===== src/rtl/multicycle_main_control_if.sv =====
// Control bus between the multi-cycle RV32I main controller and its datapath/memory.
// The controller takes the slave modport; the datapath side (or a bench) takes master.
interface multicycle_main_control_if;
  logic [6:0] opcode;
  logic       zero;
  logic       mem_ready;
  logic       pc_write;
  logic       adr_src;
  logic       ir_write;
  logic       mem_write;
  logic       reg_write;
  logic [1:0] result_src;
  logic [1:0] alu_src_a;
  logic [1:0] alu_src_b;
  logic [1:0] aluop;
  logic       instr_done;
  logic       illegal_op;
  logic [3:0] state;

  modport master (
    output opcode, zero, mem_ready,
    input  pc_write, adr_src, ir_write, mem_write, reg_write, result_src,
           alu_src_a, alu_src_b, aluop, instr_done, illegal_op, state
  );

  modport slave (
    input  opcode, zero, mem_ready,
    output pc_write, adr_src, ir_write, mem_write, reg_write, result_src,
           alu_src_a, alu_src_b, aluop, instr_done, illegal_op, state
  );
endinterface


===== src/rtl/multicycle_main_control.sv =====
// Main control FSM for the multi-cycle RV32I datapath: sequences each instruction
// over 3-5 cycles (plus memory wait cycles) and drives mux selects and write enables.
module multicycle_main_control #(
  parameter bit ENABLE_JAL = 1'b1
) (
  input  logic                          clk,
  input  logic                          reset,
  multicycle_main_control_if.slave      bus
);

  typedef enum logic [3:0] {
    S_FETCH    = 4'd0,
    S_DECODE   = 4'd1,
    S_MEMADR   = 4'd2,
    S_MEMREAD  = 4'd3,
    S_MEMWB    = 4'd4,
    S_MEMWRITE = 4'd5,
    S_EXECR    = 4'd6,
    S_ALUWB    = 4'd7,
    S_EXECI    = 4'd8,
    S_JAL      = 4'd9,
    S_BEQ      = 4'd10
  } state_t;

  localparam logic [6:0] OP_LW   = 7'b0000011;
  localparam logic [6:0] OP_SW   = 7'b0100011;
  localparam logic [6:0] OP_R    = 7'b0110011;
  localparam logic [6:0] OP_I    = 7'b0010011;
  localparam logic [6:0] OP_BR   = 7'b1100011;
  localparam logic [6:0] OP_JAL  = 7'b1101111;

  state_t     r_state;
  state_t     w_next;
  logic       w_pc_write;
  logic       w_adr_src;
  logic       w_ir_write;
  logic       w_mem_write;
  logic       w_reg_write;
  logic [1:0] w_result_src;
  logic [1:0] w_alu_src_a;
  logic [1:0] w_alu_src_b;
  logic [1:0] w_aluop;
  logic       w_instr_done;
  logic       w_illegal_op;

  always_ff @(posedge clk or posedge reset) begin
    if (reset) begin
      r_state <= S_FETCH;
    end else begin
      r_state <= w_next;
    end
  end

  always_comb begin
    w_next       = S_FETCH;
    w_pc_write   = 1'b0;
    w_adr_src    = 1'b0;
    w_ir_write   = 1'b0;
    w_mem_write  = 1'b0;
    w_reg_write  = 1'b0;
    w_result_src = 2'b00;
    w_alu_src_a  = 2'b00;
    w_alu_src_b  = 2'b00;
    w_aluop      = 2'b00;
    w_instr_done = 1'b0;
    w_illegal_op = 1'b0;

    case (r_state)
      S_FETCH: begin
        // PC+4 computed on the ALU while the instruction is read
        w_alu_src_b  = 2'b10;
        w_result_src = 2'b10;
        w_ir_write   = bus.mem_ready;
        w_pc_write   = bus.mem_ready;
        w_next       = bus.mem_ready ? S_DECODE : S_FETCH;
      end
      S_DECODE: begin
        w_alu_src_a = 2'b01;
        w_alu_src_b = 2'b01;
        case (bus.opcode)
          OP_LW, OP_SW: w_next = S_MEMADR;
          OP_R:         w_next = S_EXECR;
          OP_I:         w_next = S_EXECI;
          OP_BR:        w_next = S_BEQ;
          OP_JAL: begin
            if (ENABLE_JAL) begin
              w_next = S_JAL;
            end else begin
              w_illegal_op = 1'b1;
            end
          end
          default:      w_illegal_op = 1'b1;
        endcase
      end
      S_MEMADR: begin
        w_alu_src_a = 2'b10;
        w_alu_src_b = 2'b01;
        w_next      = (bus.opcode == OP_LW) ? S_MEMREAD : S_MEMWRITE;
      end
      S_MEMREAD: begin
        w_adr_src = 1'b1;
        w_next    = bus.mem_ready ? S_MEMWB : S_MEMREAD;
      end
      S_MEMWB: begin
        w_result_src = 2'b01;
        w_reg_write  = 1'b1;
        w_instr_done = 1'b1;
      end
      S_MEMWRITE: begin
        // strobe held until the memory accepts the write
        w_adr_src    = 1'b1;
        w_mem_write  = 1'b1;
        w_instr_done = bus.mem_ready;
        w_next       = bus.mem_ready ? S_FETCH : S_MEMWRITE;
      end
      S_EXECR: begin
        w_alu_src_a = 2'b10;
        w_aluop     = 2'b10;
        w_next      = S_ALUWB;
      end
      S_EXECI: begin
        w_alu_src_a = 2'b10;
        w_alu_src_b = 2'b01;
        w_aluop     = 2'b10;
        w_next      = S_ALUWB;
      end
      S_ALUWB: begin
        w_reg_write  = 1'b1;
        w_instr_done = 1'b1;
      end
      S_JAL: begin
        // ALU forms oldPC+4 for the link register; PC takes target from ALUOut
        w_alu_src_a = 2'b01;
        w_alu_src_b = 2'b10;
        w_pc_write  = 1'b1;
        w_next      = S_ALUWB;
      end
      S_BEQ: begin
        w_alu_src_a  = 2'b10;
        w_aluop      = 2'b01;
        w_pc_write   = bus.zero;
        w_instr_done = 1'b1;
      end
      default: w_next = S_FETCH;
    endcase

    // reset is asynchronous, so enables must drop within the current cycle
    if (reset) begin
      w_pc_write   = 1'b0;
      w_ir_write   = 1'b0;
      w_mem_write  = 1'b0;
      w_reg_write  = 1'b0;
      w_instr_done = 1'b0;
      w_illegal_op = 1'b0;
    end
  end

  assign bus.pc_write   = w_pc_write;
  assign bus.adr_src    = w_adr_src;
  assign bus.ir_write   = w_ir_write;
  assign bus.mem_write  = w_mem_write;
  assign bus.reg_write  = w_reg_write;
  assign bus.result_src = w_result_src;
  assign bus.alu_src_a  = w_alu_src_a;
  assign bus.alu_src_b  = w_alu_src_b;
  assign bus.aluop      = w_aluop;
  assign bus.instr_done = w_instr_done;
  assign bus.illegal_op = w_illegal_op;
  assign bus.state      = r_state;

endmodule


===== src/flat_wrapper.sv =====
// flat-port wrapper written by rule: the top's interface ports become plain ports
module multicycle_main_control_flat 
#(
  parameter bit ENABLE_JAL = 1'b1
)
  (clk, reset, bus_opcode, bus_zero, bus_mem_ready, bus_pc_write, bus_adr_src, bus_ir_write, bus_mem_write, bus_reg_write, bus_result_src, bus_alu_src_a, bus_alu_src_b, bus_aluop, bus_instr_done, bus_illegal_op, bus_state);
  multicycle_main_control_if bus_i ();
  input  logic clk;
  input  logic reset;
  input wire logic [$bits(bus_i.opcode)-1:0] bus_opcode;
  input wire logic [$bits(bus_i.zero)-1:0] bus_zero;
  input wire logic [$bits(bus_i.mem_ready)-1:0] bus_mem_ready;
  output wire logic [$bits(bus_i.pc_write)-1:0] bus_pc_write;
  output wire logic [$bits(bus_i.adr_src)-1:0] bus_adr_src;
  output wire logic [$bits(bus_i.ir_write)-1:0] bus_ir_write;
  output wire logic [$bits(bus_i.mem_write)-1:0] bus_mem_write;
  output wire logic [$bits(bus_i.reg_write)-1:0] bus_reg_write;
  output wire logic [$bits(bus_i.result_src)-1:0] bus_result_src;
  output wire logic [$bits(bus_i.alu_src_a)-1:0] bus_alu_src_a;
  output wire logic [$bits(bus_i.alu_src_b)-1:0] bus_alu_src_b;
  output wire logic [$bits(bus_i.aluop)-1:0] bus_aluop;
  output wire logic [$bits(bus_i.instr_done)-1:0] bus_instr_done;
  output wire logic [$bits(bus_i.illegal_op)-1:0] bus_illegal_op;
  output wire logic [$bits(bus_i.state)-1:0] bus_state;
  assign bus_i.opcode = bus_opcode;
  assign bus_i.zero = bus_zero;
  assign bus_i.mem_ready = bus_mem_ready;
  assign bus_pc_write = bus_i.pc_write;
  assign bus_adr_src = bus_i.adr_src;
  assign bus_ir_write = bus_i.ir_write;
  assign bus_mem_write = bus_i.mem_write;
  assign bus_reg_write = bus_i.reg_write;
  assign bus_result_src = bus_i.result_src;
  assign bus_alu_src_a = bus_i.alu_src_a;
  assign bus_alu_src_b = bus_i.alu_src_b;
  assign bus_aluop = bus_i.aluop;
  assign bus_instr_done = bus_i.instr_done;
  assign bus_illegal_op = bus_i.illegal_op;
  assign bus_state = bus_i.state;
  multicycle_main_control #(.ENABLE_JAL(ENABLE_JAL)) u_core (.clk(clk), .reset(reset), .bus(bus_i));
endmodule

===== config.mk =====
export PLATFORM = sky130hd
export DESIGN_NAME = multicycle_main_control_flat
export DESIGN_NICKNAME = d
export VERILOG_FILES = /design/src/rtl/multicycle_main_control_if.sv /design/src/rtl/multicycle_main_control.sv /design/src/flat_wrapper.sv
export SDC_FILE = /design/constraint.sdc
export NUM_CORES = 1
export LEC_CHECK = 0
export BUFFER_PORTS_ARGS = -buffer_cell sky130_fd_sc_hd__buf_2
export CAP_MARGIN = 20
export CORE_UTILIZATION = 40
export CTS_CLUSTER_DIAMETER = 30
export DETAILED_ROUTE_END_ITERATION = 7
export PLACE_DENSITY = 0.74
export REMOVE_ABC_BUFFERS = 1
export SLEW_MARGIN = 20
export SYNTH_ARGS = -nofsm -noshare
export SYNTH_HDL_FRONTEND = slang
export SYNTH_SLANG_ARGS = --single-unit

===== constraint.sdc =====
create_clock -name clk -period 1.3 [get_ports clk]
set_input_delay 0.13 -clock clk [delete_from_list [all_inputs] [get_ports clk]]
set_output_delay 0.13 -clock clk [all_outputs]
set_load 0.02 [all_outputs]

==> summary.txt, run 1 <==
Clock tree
  – CTS H-tree lvls: 1
  – Clock sinks: 4
  – CTS Buffer Depth: 2
  – CTS Buf Count: 3
  – CTS root buf: clkbuf_4

Synth
  – Most used DFF post-synth: dfrtp_1
  – Register area share after synthesis: 0.163
  – Mapped Cells: 87
  – Number of synthesized flops with an enable pin: 0
  – Mean post-synth cell area: 7.08 um2
  – Syn. warnings: 0
  – Synthesized cell area: a little over 600 um2
  – Flops & latches, synth: 4
  – Unique masters post-synth: 39
  – Ys async rst share: 1.00

STA
  – WEP type: primary output
  – GRT repair_timing worst endpoint: bus_pc_write

Placement
  – GP Congestion: a little under 0.9
  – Cell Area, Placed: 941 um2
  – Placed Instances: 148
  – Port bufs: 29
  – DP Wirelength: 1610 um

Floorplanning
  – Die W: 41.2 um
  – Die Ht: 41.2 um
  – Starting Density: 0.451
  – IO Pins: 30
  – # rows: 13

Status
  – Error: [ERROR DPL-0033] detailed placement checks failed during check placement.
  – Failed at: 5_1_grt
  – Run status: aborted with a tool error

Global route
  – Pin count of the biggest net entering global routing: 10
  – Initial antenna violation count: 0
cells by family after synthesis:
logic type / count (synthesis) / synth area share
compound gates: 24 / 0.258
xor+xnor: 1 / 0.0142
fa+ha+maj: 1 / 0.0163
buf+inv: 11 / 0.0813
flops: 4 / 0.163
mux: 1 / 0.0163
simple gates: 45 / 0.451
per-stage QoR:
step                      worst slack [ps]  setup TNS [ps]
after floorplan                       -633           -4220
after CTS                             -337           -3720
after detailed placement              -193           -1150
after global placement                -140            -570
synthesized netlist by cell type, types with 2 or more instances:
master	number	area (um2)
o21ai_0	4	20.0
a21o_1	2	15.0
inv_1	3	11.3
dfrtp_1	4	100
buf_2	4	20.0
a21oi_1	9	45.0
nor2_1	8	30.0
clkbuf_1	3	11.3
nor4_1	2	12.5
nand3b_1	3	22.5
nor3_1	8	40.0
nor3b_1	2	15.0
nand2_1	3	11.3
nor2b_1	2	12.5
nand2b_1	5	31.3
a41o_1	2	20.0
repair_timing:
item                       4_1_cts
setup buffers                    7
pin swaps                       16
gates resized for setup         44
hold endpoints to repair         4
hold buffers                     1
setup endpoints to repair       19
==> run 2: changes to the inputs <==
--- a/config.mk
+++ b/config.mk
@@ -7,10 +7,10 @@
 export LEC_CHECK = 0
 export BUFFER_PORTS_ARGS = -buffer_cell sky130_fd_sc_hd__buf_2
 export CAP_MARGIN = 20
-export CORE_UTILIZATION = 40
-export CTS_CLUSTER_DIAMETER = 30
+export CORE_AREA = 2 2 63 65
 export DETAILED_ROUTE_END_ITERATION = 7
-export PLACE_DENSITY = 0.74
+export DIE_AREA = 0 0 65 67
+export PLACE_DENSITY_LB_ADDON = 0.15
 export REMOVE_ABC_BUFFERS = 1
 export SLEW_MARGIN = 20
 export SYNTH_ARGS = -nofsm -noshare
==> constraint.sdc (replaced) <==
create_clock -name clk -period 1.69 [get_ports clk]
set_input_delay 0.169 -clock clk [delete_from_list [all_inputs] [get_ports clk]]
set_output_delay 0.169 -clock clk [all_outputs]
set_load 0.02 [all_outputs]
==> run 2 against run 1 <==
The run now ends clean. Synthesized cell count unchanged. Area after synthesis unchanged.
==> summary.txt, run 2 <==
Job
  – # Max-Cap Violations: 0

Global route
  – Pin count of the biggest net entering global routing: 13
  – Initial antenna violation count: 0
  – Global Route Usage Sum: 0.0936
  – First-pass GRT wire length: 3050 um
  – Total grt overflow: 0
  – Vias in the first global route: 664

Setup path
  – Critical Path Fanout Max: 7
  – WP buf/inv: 2
  – CP max-delay cell: dfrtp_2
  – Setup crit start: u_core.bus.state[1]$_DFF_PP0_
  – Data arrival time of the worst path: between 1000 and 1500 ps
  – CP Capture Type: output pin
  – CP Cell Sequence: buf_6, or2b_1, nand2_1, o21ai_1, nor2_1, buf_4
  – WP data required: 1520 ps
  – CP Launch Type: flop
  – Worst path top cell family by delay: simple AND/OR/NAND/NOR gates
  – CP Class: flop to output pin
  – Largest stage delay, worst path: 440 ps
  – Worst R2R Start: u_core.bus.state[3]$_DFF_PP0_

Routing
  – Post-DRT Antenna Nets: 0
  – Routed wire length: 2130 um
  – Total number of vias: 800
  – Post-route DRC: 0
  – Iter 0 DRT Violations: 33
  – WL/cell: 12.5 um
  – Vias per std cell: between 4 and 5
  – Pre-antenna DRT Iters: 4

STA
  – Relative slew slack: 0.830
  – Fin crit share: 0.971
  – Min cycle time layout: 1640 ps
  – Achievable Freq: between 600 and 700 MHz
  – Clock skew: 1.70 ps
  – Slew @ Worst Pin: around 250 ps
  – Final Max Slew Viols: 0
  – Fin Setup TNS: 0 ps
  – Final-report setup violation count: 0
  – Final Hold Fails: 0
  – Final setup margin: between 40 and 50 ps
  – RSZ-0062 raised after global routing: true

Synth
  – Mapped Cells: 87
  – Area contributors post-synth: dfrtp_1 16%, a21oi_1 7.3%, nor3_1 6.5%
  – Most used DFF post-synth: dfrtp_1
  – Post-synth top cells: 9 x a21oi_1, 8 x nor2_1, 8 x nor3_1
  – Synth top area share: 0.163
  – Mean post-synth cell area: between 7 and 8 um2
  – Cell taking the most area after synthesis: dfrtp_1
  – Syn. warnings: 0
  – Synthesized cell area: just over 600 um2
  – Flops & latches, synth: 4
  – Number of synthesized flops with an enable pin: 0
  – Top-count cell post-synth: a21oi_1
  – Ys async rst share: 1.00
  – Register area share after synthesis: 0.163
  – Unique masters post-synth: 39

Placement
  – GP Congestion: ~0.74
  – Setup WS pre-CTS: 151 ps
  – Port bufs: 29
  – DP Wirelength: 1560 um

Clock tree
  – CTS H-tree lvls: 1
  – CTS Buffer Depth: 2
  – Clk slew on worst S/H paths: 30 ps
  – Clock sinks: 4
  – Latest clock arrival within the worst-skew pair: 220 ps
  – CTS root buf: clkbuf_8
  – CTS Buf Count: 3
  – CTS tree: done

Finish
  – Area grow syn2layout: 55.1%
  – Nets@finish: 136
  – Commonest non-fill, non-tap cells in the layout: 28 x buf_2, 9 x a21oi_1, 9 x buf_4, 8 x nor3_1, 7 x nor2_1
  – Commonest non-fill, non-tap cell in the layout: buf_2
  – Max FFs per register: 4
  – Diode count: 0
  – Layout cells sized above 1: 0.447

Hold path
  – HP Class: input port to flop
  – Hold path startpoint: bus_opcode[0]

Floorplanning
  – Die Ht: about 67 um
  – Core ar.: between 3000 and 4000 um2
  – Die area: 4360 um2
  – Starting Density: 0.171
  – Die W: ~65 um
  – # rows: 22
  – IO Pins: 30

Power and ir drop
  – Leak pwr: 0.000442 uW
  – Worst vdd ir: approximately 0.17 mV
  – Power density over the cells: 648 nW/um2

Status
  – Run status: finished clean
-- run 2: cell counts after synthesis --
Identical to the previous run, type by type.
-- run 2: final cells by class --
cell class	count	area (um2)
fillers	419	2650
multi-input cells	72	488
clock buffers	3	41.3
flip-flops and latches	4	105
well taps	48	60.1
repair buffers	41	245
inverters	3	15.0
-- run 2: worst register-to-register path: stages (launching register included) --
cell      delay, ps
dfrtp_2         440
buf_4           160
nor2_1          170
nand4_2         150
or4_1           510
o221ai_1        100
-- run 2: path summary, 6_finish.rpt --
path	endpoint	slack [ps]	cells past startpoint
hold reg to reg	u_core.bus.state[1]$_DFF_PP0_	700	1
min in group asynchronous	u_core.bus.state[1]$_DFF_PP0_	450	3
setup / recovery	bus_alu_src_b[0]	50	6
setup reg to reg	u_core.bus.state[1]$_DFF_PP0_	70	5
max in group asynchronous	u_core.bus.state[2]$_DFF_PP0_	1100	3
hold / removal	u_core.bus.state[3]$_DFF_PP0_	250	3
-- run 2: logic make-up after synthesis --
group | count (synthesis) | share of synthesized area
AND/OR/NAND/NOR | 45 | 0.451
AO/OA/AOI/OAI | 24 | 0.258
buffers and inverters | 11 | 0.0813
flip-flops | 4 | 0.163
XOR/XNOR | 1 | 0.0142
multiplexers | 1 | 0.0163
adder cells (fa/ha/maj) | 1 | 0.0163
-- run 2: timing repair --
action,in CTS,in global routing
gates resized for setup,4,10
endpoints found under the hold margin,4,0
cloned,0,0
setup buffers,1,3
endpoints found under the setup margin,6,7
hold buffers,1,0
pin swaps,0,1
-- run 2: layer usage --
metal  share of wire  vias to the layer above  global-route usage  wire length [um]
met5               0                        -                   0                 0
met3           0.051                        4              0.0304               108
met2            0.50                       16               0.157              1070
met4           0.016                        0              0.0479                34
met1            0.43                      377               0.106               916
li1                -                      403                   -                 -
-- run 2: metrics by stage --
stage / utilization / hold WS, ps / cell area [um2] / power (uW) / std cells
after floorplan: - / -51.2 / 577 / 283 / 79
after global placement: 0.231 / 154 / 835 / 385 / 163
after detailed placement: 0.231 / 142 / 835 / 384 / 163
after CTS: 0.251 / 251 / 903 / 603 / 168
after global routing: 0.265 / 263 / 955 / 658 / 171
final: 0.265 / 254 / 955 / 619 / 171
-- run 2: report_power, final --
part / switching, uW / internal (uW)
Clock: 57.0 / 152
Combinational: 165 / 121
Sequential: 17.9 / 105
Total: 240 / 378
Note: power is estimated with default switching activity, not from simulation.
